$ cat config.mk
export PLATFORM = sky130hd
export DESIGN_NAME = texel_serializer_flat
export DESIGN_NICKNAME = d
export VERILOG_FILES = /design/src/rtl/texel_serializer_if.sv /design/src/rtl/texel_serializer.sv /design/src/flat_wrapper.sv
export SDC_FILE = /design/constraint.sdc
export NUM_CORES = 1
export LEC_CHECK = 0
export ABC_CLOCK_PERIOD_IN_PS = 2300
export CAP_MARGIN = 20
export CORE_MARGIN = 2
export CORE_UTILIZATION = 26
export CTS_BUF_LIST = sky130_fd_sc_hd__clkbuf_8
export DETAILED_ROUTE_END_ITERATION = 8
export SLEW_MARGIN = 10
export SYNTH_ARGS = -nofsm -noshare
export SYNTH_HDL_FRONTEND = slang
export SYNTH_SLANG_ARGS = --single-unit
$ cat constraint.sdc
create_clock -name clk -period 2.3 [get_ports clk]
set_clock_uncertainty 0.2 [all_clocks]
set_input_delay 0.23 -clock clk [delete_from_list [all_inputs] [get_ports clk]]
set_output_delay 0.23 -clock clk [all_outputs]
set_load 0.02 [all_outputs]
$ cat src/rtl/texel_serializer_if.sv
// Handshake bundle between a triangle source, the serializer and the
// downstream word sink. The master side is the source/sink environment,
// the slave side is the serializer itself.
//
// texel_vertices_in layout: {p, q, r}, each vertex packed as {x, y, z}
// with x in the most significant 16 bits.
// texel_color_in layout: {r, g, b} with r in the most significant byte.
interface texel_serializer_if;
  logic [143:0] texel_vertices_in;
  logic [23:0]  texel_color_in;
  logic         texel_valid;
  logic         texel_last;
  logic         texel_read;
  logic [31:0]  word_out;
  logic         word_valid;
  logic         word_ack;

  modport master (
    output texel_vertices_in,
    output texel_color_in,
    output texel_valid,
    output texel_last,
    output word_ack,
    input  texel_read,
    input  word_out,
    input  word_valid
  );

  modport slave (
    input  texel_vertices_in,
    input  texel_color_in,
    input  texel_valid,
    input  texel_last,
    input  word_ack,
    output texel_read,
    output word_out,
    output word_valid
  );
endinterface

$ cat src/rtl/texel_serializer.sv
// Serializes one captured triangle (three 16-bit 3D vertices plus 24-bit
// colour) into a header word, six payload words and an optional trailer,
// in the same packing the receive-side assembler expects.
module texel_serializer #(
  parameter logic [31:0] FRAME_START = 32'd0,
  parameter logic [31:0] FRAME_END   = 32'd1,
  parameter bit          EMIT_END    = 1'b1,
  parameter int          CNT_W       = 16
) (
  input  logic               clk,
  input  logic               n_rst,
  texel_serializer_if.slave  bus,
  output logic               busy,
  output logic [CNT_W-1:0]   triangle_count
);

  typedef enum logic [3:0] {
    IDLE, HDR, W1, W2, W3, W4, W5, W6, END
  } state_t;

  state_t       state;
  state_t       next_state;
  logic [143:0] cap_vert;
  logic [23:0]  cap_col;
  logic         cap_last;
  logic         take;

  // Field views of the captured triangle
  logic [15:0] px, py, pz, qx, qy, qz, rx, ry, rz;
  logic [7:0]  cr, cg, cb;

  assign {px, py, pz, qx, qy, qz, rx, ry, rz} = cap_vert;
  assign {cr, cg, cb} = cap_col;

  // State register
  always_ff @(posedge clk or negedge n_rst) begin
    if (!n_rst) begin
      state <= IDLE;
    end else begin
      state <= next_state;
    end
  end

  // Capture the triangle only on the accept edge so later input changes are ignored
  always_ff @(posedge clk or negedge n_rst) begin
    if (!n_rst) begin
      cap_vert <= '0;
      cap_col  <= '0;
      cap_last <= 1'b0;
    end else if (state == IDLE && bus.texel_valid) begin
      cap_vert <= bus.texel_vertices_in;
      cap_col  <= bus.texel_color_in;
      cap_last <= bus.texel_last & EMIT_END;
    end
  end

  // Count a triangle as sent once its last payload word is taken; wraps silently
  always_ff @(posedge clk or negedge n_rst) begin
    if (!n_rst) begin
      triangle_count <= '0;
    end else if (state == W6 && bus.word_ack) begin
      triangle_count <= triangle_count + CNT_W'(1);
    end
  end

  // Next-state and output decode; words advance only when the sink acks
  always_comb begin
    next_state     = state;
    bus.texel_read = 1'b0;
    bus.word_valid = 1'b1;
    bus.word_out   = '0;
    busy           = 1'b1;
    take           = bus.word_ack;
    unique case (state)
      IDLE: begin
        bus.word_valid = 1'b0;
        busy           = 1'b0;
        take           = 1'b0;
        bus.texel_read = bus.texel_valid;
        if (bus.texel_valid) next_state = HDR;
      end
      HDR: begin
        bus.word_out = FRAME_START;
        if (take) next_state = W1;
      end
      W1: begin
        bus.word_out = {py, px};
        if (take) next_state = W2;
      end
      W2: begin
        bus.word_out = {qx, pz};
        if (take) next_state = W3;
      end
      W3: begin
        bus.word_out = {qz, qy};
        if (take) next_state = W4;
      end
      W4: begin
        bus.word_out = {ry, rx};
        if (take) next_state = W5;
      end
      W5: begin
        bus.word_out = {cg, cr, rz};
        if (take) next_state = W6;
      end
      W6: begin
        bus.word_out = {24'h0, cb};
        if (take) next_state = cap_last ? END : IDLE;
      end
      END: begin
        bus.word_out = FRAME_END;
        if (take) next_state = IDLE;
      end
      default: begin
        next_state = IDLE;
      end
    endcase
  end

endmodule

$ cat src/flat_wrapper.sv
// flat-port wrapper written by rule: the top's interface ports become plain ports
module texel_serializer_flat 
#(
  parameter logic [31:0] FRAME_START = 32'd0,
  parameter logic [31:0] FRAME_END   = 32'd1,
  parameter bit          EMIT_END    = 1'b1,
  parameter int          CNT_W       = 16
)
  (clk, n_rst, busy, triangle_count, bus_texel_vertices_in, bus_texel_color_in, bus_texel_valid, bus_texel_last, bus_word_ack, bus_texel_read, bus_word_out, bus_word_valid);
  texel_serializer_if bus_i ();
  input  logic clk;
  input  logic n_rst;
  output logic busy;
  output logic [CNT_W-1:0] triangle_count;
  input wire logic [$bits(bus_i.texel_vertices_in)-1:0] bus_texel_vertices_in;
  input wire logic [$bits(bus_i.texel_color_in)-1:0] bus_texel_color_in;
  input wire logic [$bits(bus_i.texel_valid)-1:0] bus_texel_valid;
  input wire logic [$bits(bus_i.texel_last)-1:0] bus_texel_last;
  input wire logic [$bits(bus_i.word_ack)-1:0] bus_word_ack;
  output wire logic [$bits(bus_i.texel_read)-1:0] bus_texel_read;
  output wire logic [$bits(bus_i.word_out)-1:0] bus_word_out;
  output wire logic [$bits(bus_i.word_valid)-1:0] bus_word_valid;
  assign bus_i.texel_vertices_in = bus_texel_vertices_in;
  assign bus_i.texel_color_in = bus_texel_color_in;
  assign bus_i.texel_valid = bus_texel_valid;
  assign bus_i.texel_last = bus_texel_last;
  assign bus_i.word_ack = bus_word_ack;
  assign bus_texel_read = bus_i.texel_read;
  assign bus_word_out = bus_i.word_out;
  assign bus_word_valid = bus_i.word_valid;
  texel_serializer #(.FRAME_START(FRAME_START), .FRAME_END(FRAME_END), .EMIT_END(EMIT_END), .CNT_W(CNT_W)) u_core (.clk(clk), .n_rst(n_rst), .bus(bus_i), .busy(busy), .triangle_count(triangle_count));
endmodule
# [Yosys cells after proc, flatten, opt, wreduce, memory -nomap -nowiden]
# Index checks and enable logic that the tools add are counted.
[classes] add_sub_neg=1 eq_ne=17 mux=14 reduce_logical=4
[ops] cell="32-bit case mux with 7 select lines" n=1
[ops] cell="4-bit 2-to-1 mux" n=10
[ops] cell="4-bit case mux with 9 select lines" n=1
[ops] cell="2-bit inequality test (second input constant)" n=9
[ops] cell="16-bit by 1-bit adder with 16-bit output (second input constant)" n=1
[ops] cell="4-bit by 3-bit == test with 1-bit output (second input constant)" n=4
[ops] cell="9-bit AND reduction" n=1
[ops] cell="4-bit by 2-bit == test with 1-bit output (second input constant)" n=2
[ops] cell="4-bit by 1-bit == test with 1-bit output (second input constant)" n=1
[ops] cell="4-bit == test (second input constant)" n=1
[ops] cell="4-bit logical NOT" n=1
[ops] cell="1-bit logical AND" n=2
[ops] cell="1-bit 2-to-1 mux" n=2
[totals] regBits=189 inputBits=173 output_inout_bits=51 word_cells=41

# [Depth between registers and ports, before layout]
[depth] ltp_word=3 mapped_depth=7 mapped_depth_nobuf=5

# [Least setup slack after synthesis]
# OpenSTA, ideal clock, no wires.
[synth_timing] path_type="reg2out" from="register u_core.state[3]" to="output bus_word_out[7]" arrival_time_ps=1691 t_required_ps=1870 setup_slack_ps=179 path_stages_with_launch=6 n_path_buf=3 cell_sequence="dfrtp_1 > buf_2 > or3b_1 > clkbuf_1 > clkbuf_1 > o21ai_0"
[synth_between] elab_chain_len=2 word_cells_on_any_way=8 classes_between="eq/ne: 7; mux: 1"
[synth_rtl] element="from (decl)" line_no="texel_serializer.sv:21" rtl="state_t state;"
[synth_rtl] element="from (signal assigned)" line_no="texel_serializer.sv:40" rtl="state <= next_state;"
[synth_rtl] element="4-bit == test (tied with other cells)" line_no="texel_serializer.sv:74" rtl="unique case (state)"
[synth_rtl] element="32-bit case mux with 7 select lines (*)" line_no="texel_serializer.sv:74"
[synth_rtl] element="to (decl)" line_no="flat_wrapper.sv:21" rtl="output wire logic [$bits(bus_i.word_out)-1:0] bus_word_out;"
# Every way passes the cells marked *; elsewhere a longest branch is shown, timed or not.

# [Final worst setup path]
[layout_timing] from="register u_core.state[0]" to="output bus_word_out[14]"
# Same word-level chain as after synthesis.

==> reports/summary.txt <==
status = finished with violations
failing checks = negative setup slack
global route total overflow = 0
ratio of total power to cell area = 1310 nW/µm²
Worst R2R Path Depth = 7
layout cells sized above 1 = 0.397
clock latency on the worst-skew pair = 0.49 ns
DRC = 0
count of different cell masters after synthesis = 40
routed len/inst = 18.1 µm
Buffers & Inverters on Critical Path = 2
core outline area = 33700 µm²
mux contribution to synthesized area = 0.322
clock root cell = clkbuf_8
number of I/O port buffers = 223
drt total wl = 24.7 mm
Post-DP HPWL = 17.8 mm
vias in the first global route = 6305
Crit. End Element = output pin
f_max = 0.408 GHz
fin nets = 1075
Setup WS pre-CTS = -0.198 ns
Final ANT Viol Nets = 0
CTS sink cnt = 189
die height = 189 µm
first-pass GRT wire length = 37.7 mm
final setup margin = -0.153 ns
#FFs+latches synth = 189
worst endpoint required time = 1.87 ns
first drt pass iteration count = 4
worst r2r src = u_core.state[2]
Max-Cap Viols = 0
Placer Congestion = 0.757
vias per cell = 4.37
Initial Utilization = 0.265
r2r endpoint = u_core.cap_vert[40]
largest net degree at the start of global routing = 62
CTS H-tree lvls = 4
I/O pin cnt = 224
RSZ-0062 raised after global routing = yes
CP max stage cell = dfrtp_2
Hold WS = 0.0987 ns
number of buffers created by CTS = 17
sequential share of the synthesized area = 0.529
synthesized area = 8950 µm²
setup violators final = 32
Leak = 5.50 nW
die area = 35900 µm²
CTS tree = built
Worst Path Arrival = 2.02 ns
startpoint types = register
Top delay family on crit path = simple AND/OR/NAND/NOR gates
compound-cell area share of the yosys netlist = 0.0453
Final period util = 1.07
Max Fanout on Critical Path = 16
xor/xnor share of the synthesized area = 0.0166
P&R area growth vs syn = 41.8%
Cells after Synth = 638
post-synthesis simple-gate area fraction = 0.0488
syn_nets = 812
worst slew pin tran = 0.558 ns
Post-synth EDFFs = 0
setup slack, reg-to-reg = 0.13 ns
adder-cell share of the synthesized area = 0.00140
post-synth top area cell = dfrtp_1
main combinational cell family by area after synthesis = multiplexers
critical path class = reg2out
Slew HR = 0.628
final core utilization = 0.376
Clock transition at path regs = 0.11 ns
fill count = 3290
Post-synth ARST share = 1.00
initial antenna violation count = 3
Slew Viols, Final = 0
Area contributors post-synth = dfrtp_1, mux2_4, mux2_2
total design power = 16.6 mW
Max Root-Sink Buffers = 2
cell count along the critical path = 6
hold crit path type = in2async
TNS Setup = -3.55 ns
Synth Flop Type = dfrtp_1
most instantiated cells after synthesis = dfrtp_1, mux2_4, mux2_2
Total GRT Usage = 0.139
vias = 5954
CP Cell Sequence = or3b_4 -> buf_12 -> nor2_1 -> a21oi_1 -> o21ai_1 -> buf_2
crit path time final = 2.45 ns
Worst Setup SP = u_core.state[0]
Die Width = 189 µm
Mapped Avg Cell Area = 14.0 µm²
slowest stage delay, CP = 0.46 ns
endpoints failing hold = 0
Worst VDD drop = 0.000513 V
most common cell in the netlist = dfrtp_1
synth warn = 0
First DRT Iteration DRCs = 203
Core Rows = 67
Synth top area share = 0.529
CP Capture Point = bus_word_out[14]
[routing by layer]
layer	GRT usage	vias up	share of wire
met1	0.184	2987	0.46
met2	0.226	146	0.48
met3	0.0345	19	0.051
met4	0.0394	2	0.012
met5	0	-	0.00049
li1	-	2800	-
[cells in the final DEF (no fill, tap or decap), drive strengths merged, types with 9 or more instances in the layout]
master,n
buf,98
nand3,13
mux2i,55
clkbuf,19
a21oi,23
mux2,172
o21ai,27
dfrtp,189
xnor2,9
nor2,37
nand2,16
clkdlybuf4s50,187
[power by group]
part	internal (mW)	leakage (nW)	switching, mW	total (mW)
registers	4.90	2.29	0.954	5.85
clock network	0.887	0.189	1.27	2.16
logic	4.81	3.01	3.79	8.60
[state kept, by name, indices dropped and copies added (netlist names)]
register and flops:
u_core.cap_col 24, u_core.cap_last 1, u_core.cap_vert 144, u_core.state 4
u_core.triangle_count 16
[stage by stage]
step | cell area (µm²) | instances
after floorplan | 8950 | 638
after global placement | 12000 | 1320
after detailed placement | 12000 | 1320
after CTS | 12500 | 1361
after global routing | 12700 | 1362
final | 12700 | 1364
[area by class of cell]
type | instances | area [µm²] | area share
Inverter | 2 | 7.51 | 0.000592
Clock buffer | 18 | 248 | 0.0195
Timing Repair Buffer | 287 | 2880 | 0.227
Clock inverter | 14 | 119 | 0.00937
Sequential cell | 189 | 4730 | 0.373
Multi-Input combinational cell | 404 | 4140 | 0.326
Antenna cell | 2 | 5.00 | 0.000394
Tap cell | 448 | 561 | 0.0442
[cell families after synthesis]
group,Yosys count
flops,189
buf+inv,45
mux,228
simple gates,90
compound gates,68
xor+xnor,17
fa+ha+maj,1
[how the worst min path moves through the flow]
stage | start | depth (start not counted) | slack (ns) | end
global route | bus_texel_color_in[12] | 2 | 0.11 | u_core.cap_col[12]
global placement | n_rst | 1 | 0.07 | u_core.triangle_count[13]
detailed placement | n_rst | 1 | 0.07 | u_core.triangle_count[14]
CTS | n_rst | 2 | 0.07 | u_core.cap_vert[34]
finish | n_rst | 2 | 0.1 | u_core.triangle_count[15]
floorplan | n_rst | 0 | -0.27 | u_core.cap_col[0]
[what timing repair did]
action	4_1_cts	5_1_grt
gates resized for setup	230	55
endpoints found under the setup margin	35	40
hold buffers	1	0
pin swaps	7	18
endpoints found under the hold margin	189	0
setup buffers	10	2
cloned	1	0
(Power assumes the default switching activity.)
==> RTL edit 1 (same settings) <==
Reset style: synchronous (`n_rst`), changed in 3 clocked blocks.
--- a/src/rtl/texel_serializer.sv
+++ b/src/rtl/texel_serializer.sv
@@ -35,3 +35,3 @@
   // State register
-  always_ff @(posedge clk or negedge n_rst) begin
+  always_ff @(posedge clk) begin
     if (!n_rst) begin
@@ -44,3 +44,3 @@
   // Capture the triangle only on the accept edge so later input changes are ignored
-  always_ff @(posedge clk or negedge n_rst) begin
+  always_ff @(posedge clk) begin
     if (!n_rst) begin
@@ -57,3 +57,3 @@
   // Count a triangle as sent once its last payload word is taken; wraps silently
-  always_ff @(posedge clk or negedge n_rst) begin
+  always_ff @(posedge clk) begin
     if (!n_rst) begin
Function: differs if n_rst is asserted again (counterexample within 4 cycles, from zero or initial values and one cycle with n_rst low); with n_rst held inactive, the same outputs for 10 cycles.
==> RTL edit 1 against the unedited design <==
The flow still finishes with violations (setup timing); cell area fell by 9.3%; sequential cell count did not move; first-iteration DRC count rose to 3.0 times the old value; core utilization rose by 2.2 points; synthesized area fell by 14%; wire length rose by 9.3%; setup slack got worse by 0.048 ns; synthesized cell count rose by 53%; largest cell class unchanged.
Power is not compared: it rests on default switching activity, and its combinational part moved more than twofold at a synthesized area within 25%.
==> RTL edit 1: results (changes against the unedited design) <==
Status: finished with violations (unchanged). The post-CTS resize count came out at 257 (was 230). The half-perimeter wire length of the detailed placement result came to 19300 um (was 17800 um).

The overall track demand over capacity in global routing came to 17.3% (was 13.9%). The sequential element share of the synthesized area was 49.3% (was 52.9%). The accumulated negative setup slack came out at -2.57 ns (was -3.55 ns). The largest net degree at the start of global routing came to 170 (was 62).

The share of cell area taken by muxes after synthesis came out at 0.408% (was 32.2%). The highest signal layer in the routed design is met4 (was met5). The placed standard-cell area came out at 0.0106 mm2 (was 0.0120 mm2).

The capturing point of the worst reg2reg path is u_core.cap_vert[69]$_SDFFE_PN0P_ (was u_core.cap_vert[40]$_DFFE_PN0P_). The fraction of met3 tracks used by global routing came out at 3.51% (was 3.45%). The number of placed instances with taps included came to 1554 (was 1320).

The top flip-flop cell by instance count after synthesis is sky130_fd_sc_hd__dfxtp_1 (was sky130_fd_sc_hd__dfrtp_1). The arrival time of the worst setup path is 2.07 ns (was 2.02 ns). The met2 layer usage reported by global route is 26.7% (was 22.6%). The count of nets after finishing was 1388 (was 1075). The fill cell total of the finished layout is 2971 (was 3290). The worst-path cell with the longest stage delay is sky130_fd_sc_hd__a222oi_1 (was sky130_fd_sc_hd__dfrtp_2). The number of vias per cell came out at 4.73 (was 4.37).

The share of post-route cells with drive strength above 1 came out at 15.8% (was 39.7%). The post-synthesis share of cell area spent on full adders, half adders and majority gates is 0.163% (was 0.140%). The setup slack after layout came out at -0.201 ns (was -0.153 ns). The smallest hold slack came out at 0.0983 ns (was 0.0987 ns).

The final setup violation count came out at 29 (was 32). The maximum cell stage delay along the critical path is 0.49 ns (was 0.46 ns). Cell types with the largest area share after synthesis: sky130_fd_sc_hd__dfxtp_1 (49%), sky130_fd_sc_hd__nand2_1 (18%), sky130_fd_sc_hd__a21oi_1 (12%) (was sky130_fd_sc_hd__dfrtp_1 (53%), sky130_fd_sc_hd__mux2_4 (17%), sky130_fd_sc_hd__mux2_2 (9.2%)). The share of the synthesized netlist area taken by xor and xnor gates came out at 1.14% (was 1.66%). The met2 layer wire length in the routed design is 12300 um (was 11900 um). Failing checks: setup timing (unchanged).

The setup slack of the worst register-to-register path came out at 0.10 ns (was 0.13 ns). The wire length on met1 was 12900 um (was 11300 um). The total nets after synthesis was 1152 (was 812). The compound-gate portion of the synthesized area was 20.0% (was 4.53%). The largest driver fanout on the critical path is 6 (was 16). The family with the most delay on the worst path is compound AO/OA/AOI/OAI gates (was simple AND/OR/NAND/NOR gates). The worst hold path class was in2reg (was in2async).

The share of flip-flops with an asynchronous set or reset after synthesis came out at 0% (was 100%). The end point of the critical path is bus_word_out[18] (was bus_word_out[14]). The buffers inserted during post-CTS setup optimization is 22 (was 10). The transition at the pin with the smallest max-transition slack is 0.801 ns (was 0.558 ns).
==> RTL edit 1: power by group through the flow <==
stage	Sequential [mW]	Combinational, mW	Clock [mW]
after floorplan	3.68	0.684	0
after global placement	3.73	1.25	0
after detailed placement	3.73	1.26	0
after CTS	3.66	1.33	2.33
after global routing	3.69	1.45	2.46
final	3.67	1.32	2.26
==> RTL edit 1: layout make-up <==
cell class | count | area (um2) | area share, %
tap | 384 | 480 | 4.18
timing repair buffer | 299 | 3100 | 27.0
clock inverter | 15 | 170 | 1.48
inverter | 5 | 40.0 | 0.348
clock buffer | 17 | 234 | 2.03
timing repair inverter | 1 | 8.76 | 0.0761
sequential | 189 | 3800 | 33.0
multi-input combinational | 701 | 3670 | 31.9
antenna | 2 | 5.00 | 0.0435
==> RTL edit 1: cell families after synthesis <==
logic type	Yosys count
buf+inv	88
simple gates	431
fa+ha+maj	1
flops	189
mux	3
xor+xnor	10
compound gates	256
==> RTL edit 2 (same settings) <==
Made on the original files. `CNT_W` is set to 16 in 2 places; all go to 24.
--- a/src/rtl/texel_serializer.sv
+++ b/src/rtl/texel_serializer.sv
@@ -7,3 +7,3 @@
   parameter bit          EMIT_END    = 1'b1,
-  parameter int          CNT_W       = 16
+  parameter int          CNT_W       = 24
 ) (
--- a/src/flat_wrapper.sv
+++ b/src/flat_wrapper.sv
@@ -6,3 +6,3 @@
   parameter bit          EMIT_END    = 1'b1,
-  parameter int          CNT_W       = 16
+  parameter int          CNT_W       = 24
 )
Ports: changed (resized triangle_count); port bits go from 224 to 232. The function was not compared with the original's and may differ.
==> RTL edit 2 against the unedited design <==
The run still ends with setup timing left; sequential cell count grew 8; setup slack lost 0.099 ns; non-clock buffer count grew 30; cell area grew 1.4%; first-iteration DRC count grew 67%; synthesized area shrank 4.8%; total power shrank 1.4%; hold slack gained 0.0036 ns; global-route usage grew 1.2 points; wire length grew 2.7%; sequential power grew 3.9%; die area shrank 4.7%; critical endpoint is now bus_word_out[24]; largest cell class unchanged; largest power group unchanged; highest routed layer is now met4.
==> RTL edit 2: results (changes against the unedited design) <==
Status: finished with violations (unchanged). Failing checks: setup timing (unchanged). The peak ir drop on the vdd network is 649 uV (was 513 uV). The number of diodes added for antenna fixing was 0 (was 2). The detailed-router iteration count before antenna repair is 7 (was 4).

The setup slack after layout was -0.252 ns (was -0.153 ns). The launching point of the worst reg2reg path is u_core.state[1]$_DFFE_PN0P_ (was u_core.state[2]$_DFFE_PN0P_). Cell types with the largest area share after synthesis: sky130_fd_sc_hd__dfrtp_1 (58%), sky130_fd_sc_hd__mux2_2 (22%), sky130_fd_sc_hd__a22oi_1 (4.0%) (was sky130_fd_sc_hd__dfrtp_1 (53%), sky130_fd_sc_hd__mux2_4 (17%), sky130_fd_sc_hd__mux2_2 (9.2%)). The initial antenna violation count came out at 0 (was 3). The overall track demand over capacity in global routing came out at 15.1% (was 13.9%). The accumulated negative setup slack was -5.25 ns (was -3.55 ns).

The via count of the first global-routing pass is 6666 (was 6305). The part of the total power dissipated in sequential elements came to 37.2% (was 35.2%). The met2 layer usage reported by global route is 24.6% (was 22.6%).

The final setup violation count came out at 32 (unchanged). The met3 wire length came out at 1670 um (was 1270 um). The mean routed wirelength per cell is 18.5 um (was 18.1 um). The average instance area after synthesis was 13.7 um2 (was 14.0 um2). The highest signal layer in the routed design is met4 (was met5). The met2 layer wire length in the routed design came to 12200 um (was 11900 um). The largest net degree at the start of global routing came out at 66 (was 62). The count of nets after finishing is 1088 (was 1075). The capturing point of the worst reg2reg path was u_core.cap_vert[130]$_DFFE_PN0P_ (was u_core.cap_vert[40]$_DFFE_PN0P_).

The smallest hold slack came to 0.102 ns (was 0.0987 ns). The wire length on met1 is 11300 um (about the same).
==> RTL edit 2: worst register-to-register path, stage by stage (launching register included) <==
cell and delay (ns):
sky130_fd_sc_hd__dfrtp_2 0.48, sky130_fd_sc_hd__buf_6 0.15, sky130_fd_sc_hd__nor2_2 0.14, sky130_fd_sc_hd__and3_4 0.25, sky130_fd_sc_hd__buf_4 0.17, sky130_fd_sc_hd__buf_12 0.19
sky130_fd_sc_hd__buf_4 0.21, sky130_fd_sc_hd__mux2_2 0.34
==> RTL edit 2: how the worst max path moves through the flow <==
stage                           startpoint          endpoint  slack, ns
4_1_cts        u_core.state[0]$_DFFE_PN0P_  bus_word_out[24]      -0.30
6_report       u_core.state[0]$_DFFE_PN0P_  bus_word_out[24]      -0.25
5_1_grt        u_core.state[0]$_DFFE_PN0P_  bus_word_out[24]      -0.36
3_3_place_gp   u_core.state[3]$_DFFE_PN0P_  bus_word_out[17]      -0.16
2_1_floorplan  u_core.state[3]$_DFFE_PN0P_  bus_word_out[15]       0.27
3_5_place_dp   u_core.state[3]$_DFFE_PN0P_  bus_word_out[24]      -0.20
==> RTL edit 2: cell type report <==
class                           instances  area [um2]
Multi-Input combinational cell        377        3610
Fill cell                            3108       19500
Sequential cell                       197        4930
Timing Repair Buffer                  317        3360
Inverter                                4        15.0
Tap cell                              442         553
Clock inverter                         13         139
Clock buffer                           19         262
==> RTL edit 2: through the flow <==
stage / util, % / power [mW] / std cells / instance area, um2 / worst slack (ns)
global placement: 36.2 / 12.7 / 1301 / 11700 / -0.161
finish: 39.8 / 16.4 / 1369 / 12900 / -0.252
floorplan: - / 9.78 / 620 / 8510 / 0.272
CTS: 39.5 / 16.4 / 1366 / 12800 / -0.305
global route: 39.8 / 17.3 / 1369 / 12900 / -0.360
detailed placement: 36.2 / 12.8 / 1301 / 11700 / -0.204
